==> src/rtl/key_expand128_if.sv <==
// key_expand128_if -- signal bundle between the AES-128 key schedule and
// its environment.
//
// Groups every key_expand128 signal except clk/rst:
//   start, key_in     : expansion request and 128-bit cipher key
//   busy, done        : activity flag and one-cycle completion pulse
//   rk_valid/rk_ready : round-key handshake, payload rk_data/rk_idx
//   rcon_addr/data    : registered rcon lookup stage (1-cycle read latency)
//   sbox_in/sbox_out  : external combinational 4-byte S-box bank
//
// Modports:
//   master : the key schedule (drives busy, done, rk_*, rcon_addr, sbox_in)
//   slave  : the surroundings (drives start, key_in, rk_ready, rcon_data,
//            sbox_out)

interface key_expand128_if;
  logic         start;
  logic [127:0] key_in;
  logic         busy;
  logic         rk_valid;
  logic         rk_ready;
  logic [127:0] rk_data;
  logic [3:0]   rk_idx;
  logic         done;
  logic [3:0]   rcon_addr;
  logic [31:0]  rcon_data;
  logic [31:0]  sbox_in;
  logic [31:0]  sbox_out;

  modport master (
    input  start, key_in, rk_ready, rcon_data, sbox_out,
    output busy, rk_valid, rk_data, rk_idx, done, rcon_addr, sbox_in
  );

  modport slave (
    output start, key_in, rk_ready, rcon_data, sbox_out,
    input  busy, rk_valid, rk_data, rk_idx, done, rcon_addr, sbox_in
  );
endinterface

==> src/rtl/key_expand128.sv <==
// key_expand128 -- iterative AES-128 key schedule.
//
// Expands a 128-bit cipher key into NUM_ROUNDS+1 round keys, one per
// rk_valid/rk_ready handshake. Round key 0 is the cipher key itself; each
// further key is computed in a single GEN cycle from the previous one using
// the external S-box bank and the rcon constant.
//
// Ports:
//   clk  : clock, rising edge
//   rst  : asynchronous, active-high reset
//   bus  : key_expand128_if.master (start/key_in, busy, done, rk_* handshake,
//          rcon_addr/rcon_data, sbox_in/sbox_out)
//
// Parameter:
//   NUM_ROUNDS : index of the last round key generated, 1..10
//
// Build option:
//   KEYEXP_LOCAL_RCON_EN : when defined, rcon is produced locally by an xtime
//                          byte register and bus.rcon_data is ignored;
//                          rcon_addr is driven the same way in both builds.
//
// State | Meaning
// ------+-------------------------------------------------------------
// IDLE  | waiting for start; the done pulse is shown in the first IDLE cycle
// OUT   | round key presented on rk_data/rk_idx, waiting for rk_ready
// GEN   | single cycle computing the next round key from the current one

module key_expand128 #(
  parameter int NUM_ROUNDS = 10
) (
  input  logic            clk,
  input  logic            rst,
  key_expand128_if.master bus
);

  typedef enum logic [1:0] {
    IDLE = 2'd0,
    OUT  = 2'd1,
    GEN  = 2'd2
  } state_t;

  localparam logic [3:0] LAST_IDX = 4'(NUM_ROUNDS);

  state_t       state;
  state_t       state_next;
  logic [127:0] round_key;
  logic [3:0]   round_idx;
  logic [3:0]   rcon_ptr;
  logic         done_pulse;
  logic         load_key;
  logic         load_next;
  logic         done_next;

  logic [31:0]  w0;
  logic [31:0]  w1;
  logic [31:0]  w2;
  logic [31:0]  w3;
  logic [31:0]  rcon_word;
  logic [31:0]  t;
  logic [31:0]  n0;
  logic [31:0]  n1;
  logic [31:0]  n2;
  logic [31:0]  n3;

  // ---------------------------------------------------------------------
  // Control FSM
  // ---------------------------------------------------------------------
  always_ff @(posedge clk or posedge rst) begin
    if (rst) begin
      state <= IDLE;
    end else begin
      state <= state_next;
    end
  end

  always_comb begin
    state_next = state;
    load_key   = 1'b0;
    load_next  = 1'b0;
    done_next  = 1'b0;
    case (state)
      IDLE: begin
        // The done cycle still belongs to the previous expansion, so a start
        // coinciding with it is dropped.
        if (bus.start && !done_pulse) begin
          load_key   = 1'b1;
          state_next = OUT;
        end
      end
      OUT: begin
        if (bus.rk_ready) begin
          if (round_idx == LAST_IDX) begin
            done_next  = 1'b1;
            state_next = IDLE;
          end else begin
            state_next = GEN;
          end
        end
      end
      GEN: begin
        load_next  = 1'b1;
        state_next = OUT;
      end
      default: begin
        state_next = IDLE;
      end
    endcase
  end

  // ---------------------------------------------------------------------
  // Round function
  // ---------------------------------------------------------------------
  assign w0 = round_key[127:96];
  assign w1 = round_key[95:64];
  assign w2 = round_key[63:32];
  assign w3 = round_key[31:0];

  // RotWord(w3) goes out every cycle; only the GEN-cycle result is used.
  assign bus.sbox_in = {w3[23:0], w3[31:24]};

  assign t  = bus.sbox_out ^ rcon_word;
  assign n0 = w0 ^ t;
  assign n1 = n0 ^ w1;
  assign n2 = n1 ^ w2;
  assign n3 = n2 ^ w3;

`ifdef KEYEXP_LOCAL_RCON_EN
  logic [7:0]  rc;
  logic [31:0] unused_rcon_data;

  assign unused_rcon_data = bus.rcon_data;

  // rc always holds Rcon for the key being generated next: 01 on start,
  // multiplied by x in GF(2^8) after every GEN.
  always_ff @(posedge clk or posedge rst) begin
    if (rst) begin
      rc <= 8'h01;
    end else if (load_key) begin
      rc <= 8'h01;
    end else if (load_next) begin
      rc <= {rc[6:0], 1'b0} ^ (rc[7] ? 8'h1b : 8'h00);
    end
  end

  assign rcon_word = {rc, 24'h000000};
`else
  // rcon_ptr is updated on entry to OUT, so the registered rcon stage has
  // sampled it by the time GEN follows and rcon_data = Rcon[round_idx].
  assign rcon_word = bus.rcon_data;
`endif

  // ---------------------------------------------------------------------
  // Datapath registers
  // ---------------------------------------------------------------------
  always_ff @(posedge clk or posedge rst) begin
    if (rst) begin
      round_key  <= '0;
      round_idx  <= '0;
      rcon_ptr   <= '0;
      done_pulse <= 1'b0;
    end else begin
      done_pulse <= done_next;
      if (load_key) begin
        round_key <= bus.key_in;
        round_idx <= '0;
        rcon_ptr  <= '0;
      end else if (load_next) begin
        round_key <= {n0, n1, n2, n3};
        round_idx <= round_idx + 4'd1;
        rcon_ptr  <= round_idx + 4'd1;
      end
    end
  end

  assign bus.busy      = (state != IDLE);
  assign bus.rk_valid  = (state == OUT);
  assign bus.rk_data   = round_key;
  assign bus.rk_idx    = round_idx;
  assign bus.done      = done_pulse;
  assign bus.rcon_addr = rcon_ptr;

endmodule
==> src/flat_wrapper.sv <==
// flat-port wrapper written by rule: the top's interface ports become plain ports
module key_expand128_flat 
#(
  parameter int NUM_ROUNDS = 10
)
  (clk, rst, bus_start, bus_key_in, bus_rk_ready, bus_rcon_data, bus_sbox_out, bus_busy, bus_rk_valid, bus_rk_data, bus_rk_idx, bus_done, bus_rcon_addr, bus_sbox_in);
  key_expand128_if bus_i ();
  input  logic clk;
  input  logic rst;
  input wire logic [$bits(bus_i.start)-1:0] bus_start;
  input wire logic [$bits(bus_i.key_in)-1:0] bus_key_in;
  input wire logic [$bits(bus_i.rk_ready)-1:0] bus_rk_ready;
  input wire logic [$bits(bus_i.rcon_data)-1:0] bus_rcon_data;
  input wire logic [$bits(bus_i.sbox_out)-1:0] bus_sbox_out;
  output wire logic [$bits(bus_i.busy)-1:0] bus_busy;
  output wire logic [$bits(bus_i.rk_valid)-1:0] bus_rk_valid;
  output wire logic [$bits(bus_i.rk_data)-1:0] bus_rk_data;
  output wire logic [$bits(bus_i.rk_idx)-1:0] bus_rk_idx;
  output wire logic [$bits(bus_i.done)-1:0] bus_done;
  output wire logic [$bits(bus_i.rcon_addr)-1:0] bus_rcon_addr;
  output wire logic [$bits(bus_i.sbox_in)-1:0] bus_sbox_in;
  assign bus_i.start = bus_start;
  assign bus_i.key_in = bus_key_in;
  assign bus_i.rk_ready = bus_rk_ready;
  assign bus_i.rcon_data = bus_rcon_data;
  assign bus_i.sbox_out = bus_sbox_out;
  assign bus_busy = bus_i.busy;
  assign bus_rk_valid = bus_i.rk_valid;
  assign bus_rk_data = bus_i.rk_data;
  assign bus_rk_idx = bus_i.rk_idx;
  assign bus_done = bus_i.done;
  assign bus_rcon_addr = bus_i.rcon_addr;
  assign bus_sbox_in = bus_i.sbox_in;
  key_expand128 #(.NUM_ROUNDS(NUM_ROUNDS)) u_core (.clk(clk), .rst(rst), .bus(bus_i));
endmodule
==> config.mk <==
export PLATFORM = sky130hd
export DESIGN_NAME = key_expand128_flat
export DESIGN_NICKNAME = d
export VERILOG_FILES = /design/src/rtl/key_expand128_if.sv /design/src/rtl/key_expand128.sv /design/src/flat_wrapper.sv
export SDC_FILE = /design/constraint.sdc
export NUM_CORES = 1
export LEC_CHECK = 0
export ABC_AREA = 1
export CAP_MARGIN = 30
export CORE_AREA = 2 2 141 143
export DETAILED_ROUTE_END_ITERATION = 8
export DIE_AREA = 0 0 143 145
export DONT_BUFFER_PORTS = 1
export SLEW_MARGIN = 20
export SYNTH_ARGS = -nofsm -noshare
export SYNTH_HDL_FRONTEND = slang
export SYNTH_SLANG_ARGS = --single-unit
export TNS_END_PERCENT = 20
==> constraint.sdc <==
create_clock -name clk -period 5.4 [get_ports clk]
set_clock_uncertainty 0.15 [all_clocks]
set_input_delay 0.54 -clock clk [delete_from_list [all_inputs] [get_ports clk]]
set_output_delay 0.54 -clock clk [all_outputs]
set_load 0.005 [all_outputs]
* Yosys cells after proc, flatten, opt, wreduce, memory -nomap -nowiden *
Index checks and enable logic that the tools add are counted.

word-level totals
  input port bits = 196
  logic and storage cells = 35
  output and inout bits = 171
  register bits after elaboration = 135

operators by class
  eq/ne operators = 5
  reduce and logical (&&, ||, !) cells = 6
  bitwise gates (word level) = 5
  multiplexer cells = 14
  add/subtract/negate cells = 1

operators by type and width
  cell                                                                      number
  128-bit two-way mux                                                       2
  32-bit XOR                                                                5
  4-bit two-way mux                                                         2
  1-bit two-way mux                                                         6
  2-bit two-way mux                                                         3
  2-bit one-hot mux with 3 select lines                                     1
  4-bit by 1-bit adder with 4-bit output (second input constant)            1
  4-bit equality test (second input constant)                               1
  2-bit nonzero test                                                        2
  2-bit by 1-bit equality test with 1-bit output (second input constant)    1
  2-bit equality test (second input constant)                               1
  2-bit zero test                                                           1
  2-bit by 1-bit inequality test with 1-bit output (second input constant)  1
  2-bit inequality test (second input constant)                             1
  2-bit AND reduction                                                       1
  1-bit logical AND                                                         1
  1-bit zero test                                                           1

* Logic depth before layout (Yosys ltp) *
  word-level depth = 7
  gate-level depth with buffers = 10
  depth with buffers taken out = 10

* Worst setup path before layout *
OpenSTA, ideal clock, no wires.

  path type = input to register
  start point = input port bus_start
  end point = register u_core.round_key[69] (netlist: u_core.bus.rk_data[69])
  required time = 5.104 ns
  slack = 3.872 ns
  cell stages on the path = 7
  path buffers = 2
  arrival = 1.233 ns
  setup time = 0.146 ns
  cells stage by stage = inv_1 -> nor2_1 -> nand2_1 -> nand2_2 -> buf_6 -> buf_2 -> o221ai_1

between the ends
  word-level cells in the longest chain between the ends = 4
  elaborated cells on any way between the ends = 5
  those cells by class = mux (3); reduce/logical (2)

ends and longest elaborated chain
  what                                                       line                  text
  start: declaration                                         flat_wrapper.sv:10    input wire logic [$bits(bus_i.start)-1:0] bus_start;
  1-bit logical AND *                                        key_expand128.sv:85   if (bus.start && !done_pulse) begin
  1-bit two-way mux *                                        key_expand128.sv:85
  1-bit two-way mux *                                        key_expand128.sv:81   case (state)
  128-bit two-way mux or 2-bit nonzero test (tied branches)  n/a
  end signal: assignment                                     key_expand128.sv:164  round_key <= bus.key_in;
  end signal: assignment                                     key_expand128.sv:168  round_key <= {n0, n1, n2, n3};
  end: declaration                                           key_expand128.sv:46   logic [127:0] round_key;

Every way passes the cells marked *; elsewhere a longest branch is shown, timed or not.
A chain may end at the register's enable or synchronous reset.

* Worst setup path after layout *
  start point = register u_core.state[1]
  end point = register u_core.round_key[11] (netlist: u_core.bus.rk_data[11])

between the ends
  word-level cells in the longest chain between the ends = 3
  elaborated cells on any way between the ends = 6
  those cells by class = eq/ne (1); mux (3); reduce/logical (2)

ends and longest elaborated chain
  what                                                                        line                 text
  start: declaration                                                          key_expand128.sv:44  state_t state;
  start signal: assignment                                                    key_expand128.sv:72  state <= state_next;
  2-bit equality test or 2-bit zero test (tied branches)                      key_expand128.sv:81
  1-bit two-way mux                                                           key_expand128.sv:81
  2-bit nonzero test (no source line) or 128-bit two-way mux (tied branches)  n/a

Parallel ways exist; a longest one is shown, timed or not.

==> run metrics <==
CP Max Fanout=56; share of layout cells above drive strength 1=under 10%; slew margin rel.=between 40% and 50%; period utilization=between 40% and 50%; initial antenna violation count=0; Peak VDD IR=0.255 mV; Die ar.=about 21000 um^2; Worst path top cell family by delay=buffers and inverters; Synth cell types=21; vias in the first global route=8745; largest area contributor in the netlist=dfrtp_1; CTS tree=yes; clock sink total=roughly 140; drt first-iter violations=a little over 500; die height=~150 um; TritonRoute pass-1 iters=7; via count=9181; Hold Crit Class=in -> reg; Core Region=19200 um^2; first-pass GRT wire length=between 40000 and 50000 um; cts hold-fix bufs=0; CTS max path bufs=2; Setup Viol. Count Final=0; outcome=finished, final reports clean; highest clock rate=between 0.3 and 0.4 GHz; clock latency on the worst-skew pair=around 420 ps; final WL=between 20000 and 30000 um; syn avg cell area=between 6 and 7 um^2; Power per Cell Area=about 600 nW/um^2; Critical Path RT=roughly 5600 ps; Starting Density=49.1%; Least-Margin Pin Slew=876 ps; diodes inserted=0; worst-path cell chain=inv_2 -> nor2_4 -> inv_2 -> nand2_4 -> buf_4 -> o21ai_0 -> inv_1 -> nand2_1; Critical Path AT=2890 ps; share of the synthesized area in the top cell type=between 30% and 40%; I/O pins=~370; CTS Buf Count=17; Syn Nets=~1.6k; Critical-path top delay cell=inv_2; Syn. warnings=0; synth top area cells=dfrtp_1 36%, nand2_1 20%, nand3_1 19%; Max-cap violations=0; type of origin of the critical path=register; worst stage delay on the critical path=630 ps; post-CTS resize count=0; Tot Pwr=around 6.1 mW; Worst setup EP type=register; drt wl/cell=between 15 and 20 um; Worst Path Class, Setup=reg -> reg; sequential area share after synthesis=between 30 and 40%; All-Layer GR Usage=between 20% and 30%; cell repeated most along the worst path=inv_2; nets@finish=1595; Synth Instances=~1.4k; RSZ-0062 raised after global routing=no; RD Place Congestion=about 0.89; Die W=143 um; Clock H-tree levels=4; Clock Tree Root=clkbuf_16; DP HPWL=a little under 20000 um; Tmin final=around 2700 ps; # port buffers=0; Setup TNS=0 ps; FP Rows=51; synthesized area=about 9400 um^2; WP buf/inv=4; pin count of the biggest net entering global routing=98; fin. max-slew vios=0; grt total ovfl=0; FF+latch count, synth=between 100 and 150; DRC errors left=0; P_leak=5.12 nW; antenna viol nets, final=0; vias per cell=about 5.5; final hold vios=0; Clock transition at path regs=60 ps; postcts setup bufs=0; synthesis-to-finish area growth=5.87%
==> power by group <==
group / leakage [nW] / internal (mW) / total [mW] / switching [mW]
clock: 0.278 / 0.702 / 1.16 / 0.463
sequential: 1.66 / 1.51 / 2.24 / 0.725
combinational: 3.19 / 0.988 / 2.74 / 1.75
==> worst paths after layout <==
kind,start,end,slack (ps),depth (start not counted)
worst max-delay path,u_core.state[1]$_DFFE_PP0P_,u_core.bus.rk_data[11]$_DFFE_PP0P_,2720,8
worst min-delay path,bus_rk_ready,u_core.state[0]$_DFFE_PP0P_,80,1
worst max register to register,u_core.state[1]$_DFFE_PP0P_,u_core.bus.rk_data[11]$_DFFE_PP0P_,2720,8
worst min register to register,u_core.state[1]$_DFFE_PP0P_,u_core.state[1]$_DFFE_PP0P_,470,3
max in group asynchronous,rst,u_core.bus.rk_data[5]$_DFFE_PP0P_,3440,4
min in group asynchronous,rst,u_core.bus.rk_data[117]$_DFFE_PP0P_,430,2
==> registers in the layout, summed over array words and instances (netlist names) <==
register            count
u_core.bus.rk_data    128
u_core.bus.rk_idx       4
u_core.bus.done         1
u_core.state            2
==> metrics by stage <==
stage	cell area (um^2)	std cells	hold slack [ps]	setup WS (ps)	utilization [%]
after global routing	9980	1675	62.5	2440	52.0
after global placement	9330	1640	464	2690	48.6
final	9980	1675	79.7	2720	52.0
after floorplan	9430	1446	366	1100	-
after CTS	9940	1673	62.5	2680	51.8
after detailed placement	9360	1641	462	2680	48.7
==> synthesized netlist by cell type, drive strengths merged <==
cell    instances
a21oi           2
buf            65
clkbuf         12
dfrtp         135
ha              2
inv           235
nand2         503
nand3         354
nor2            3
nor3            1
nor3b           1
o211ai         65
o21ai          35
o221ai         32
o31ai           1
==> cell families after synthesis <==
family                   share of synthesized area [%]
AO/OA/AOI/OAI                                     10.2
buffers and inverters                             14.5
flip-flops                                        35.8
AND/OR/NAND/NOR                                   39.2
adder cells (fa/ha/maj)                          0.265
==> cell type report <==
| type | count | area, um^2 |
|---|---|---|
| fillers | 1956 | 9230 |
| multi-input cells | 999 | 4680 |
| flip-flops and latches | 135 | 3380 |
| inverters | 235 | 890 |
| clock buffers | 20 | 457 |
| well taps | 265 | 332 |
| clock inverters | 12 | 128 |
| repair buffers | 9 | 110 |
==> cell usage in the layout (no fill, tap or decap), types with 2 or more instances in the layout <==
| cell type | n |
|---|---|
| nand2_1 | 502 |
| nand3_1 | 354 |
| inv_1 | 230 |
| dfrtp_1 | 135 |
| o211ai_1 | 65 |
| o221ai_1 | 32 |
| o21ai_0 | 18 |
| o21ai_1 | 17 |
| clkbuf_16 | 17 |
| buf_4 | 6 |
| clkinvlp_4 | 4 |
| clkinv_2 | 4 |
| inv_2 | 3 |
| nor2_1 | 2 |
| a21oi_1 | 2 |
| ha_1 | 2 |
| clkbuf_8 | 2 |
| bufinv_16 | 2 |
| clkinv_4 | 2 |
| buf_16 | 2 |
==> routing by layer <==
layer  vias to the layer above  wire length (um)  global-route usage, %
met2                       347             12500                   42.4
met1                      4152             10900                   29.9
met3                        71              2780                   10.2
met5                         -                 0                      0
li1                       4611                 -                      -
met4                         0              1050                   11.8
(Power assumes the default switching activity.)
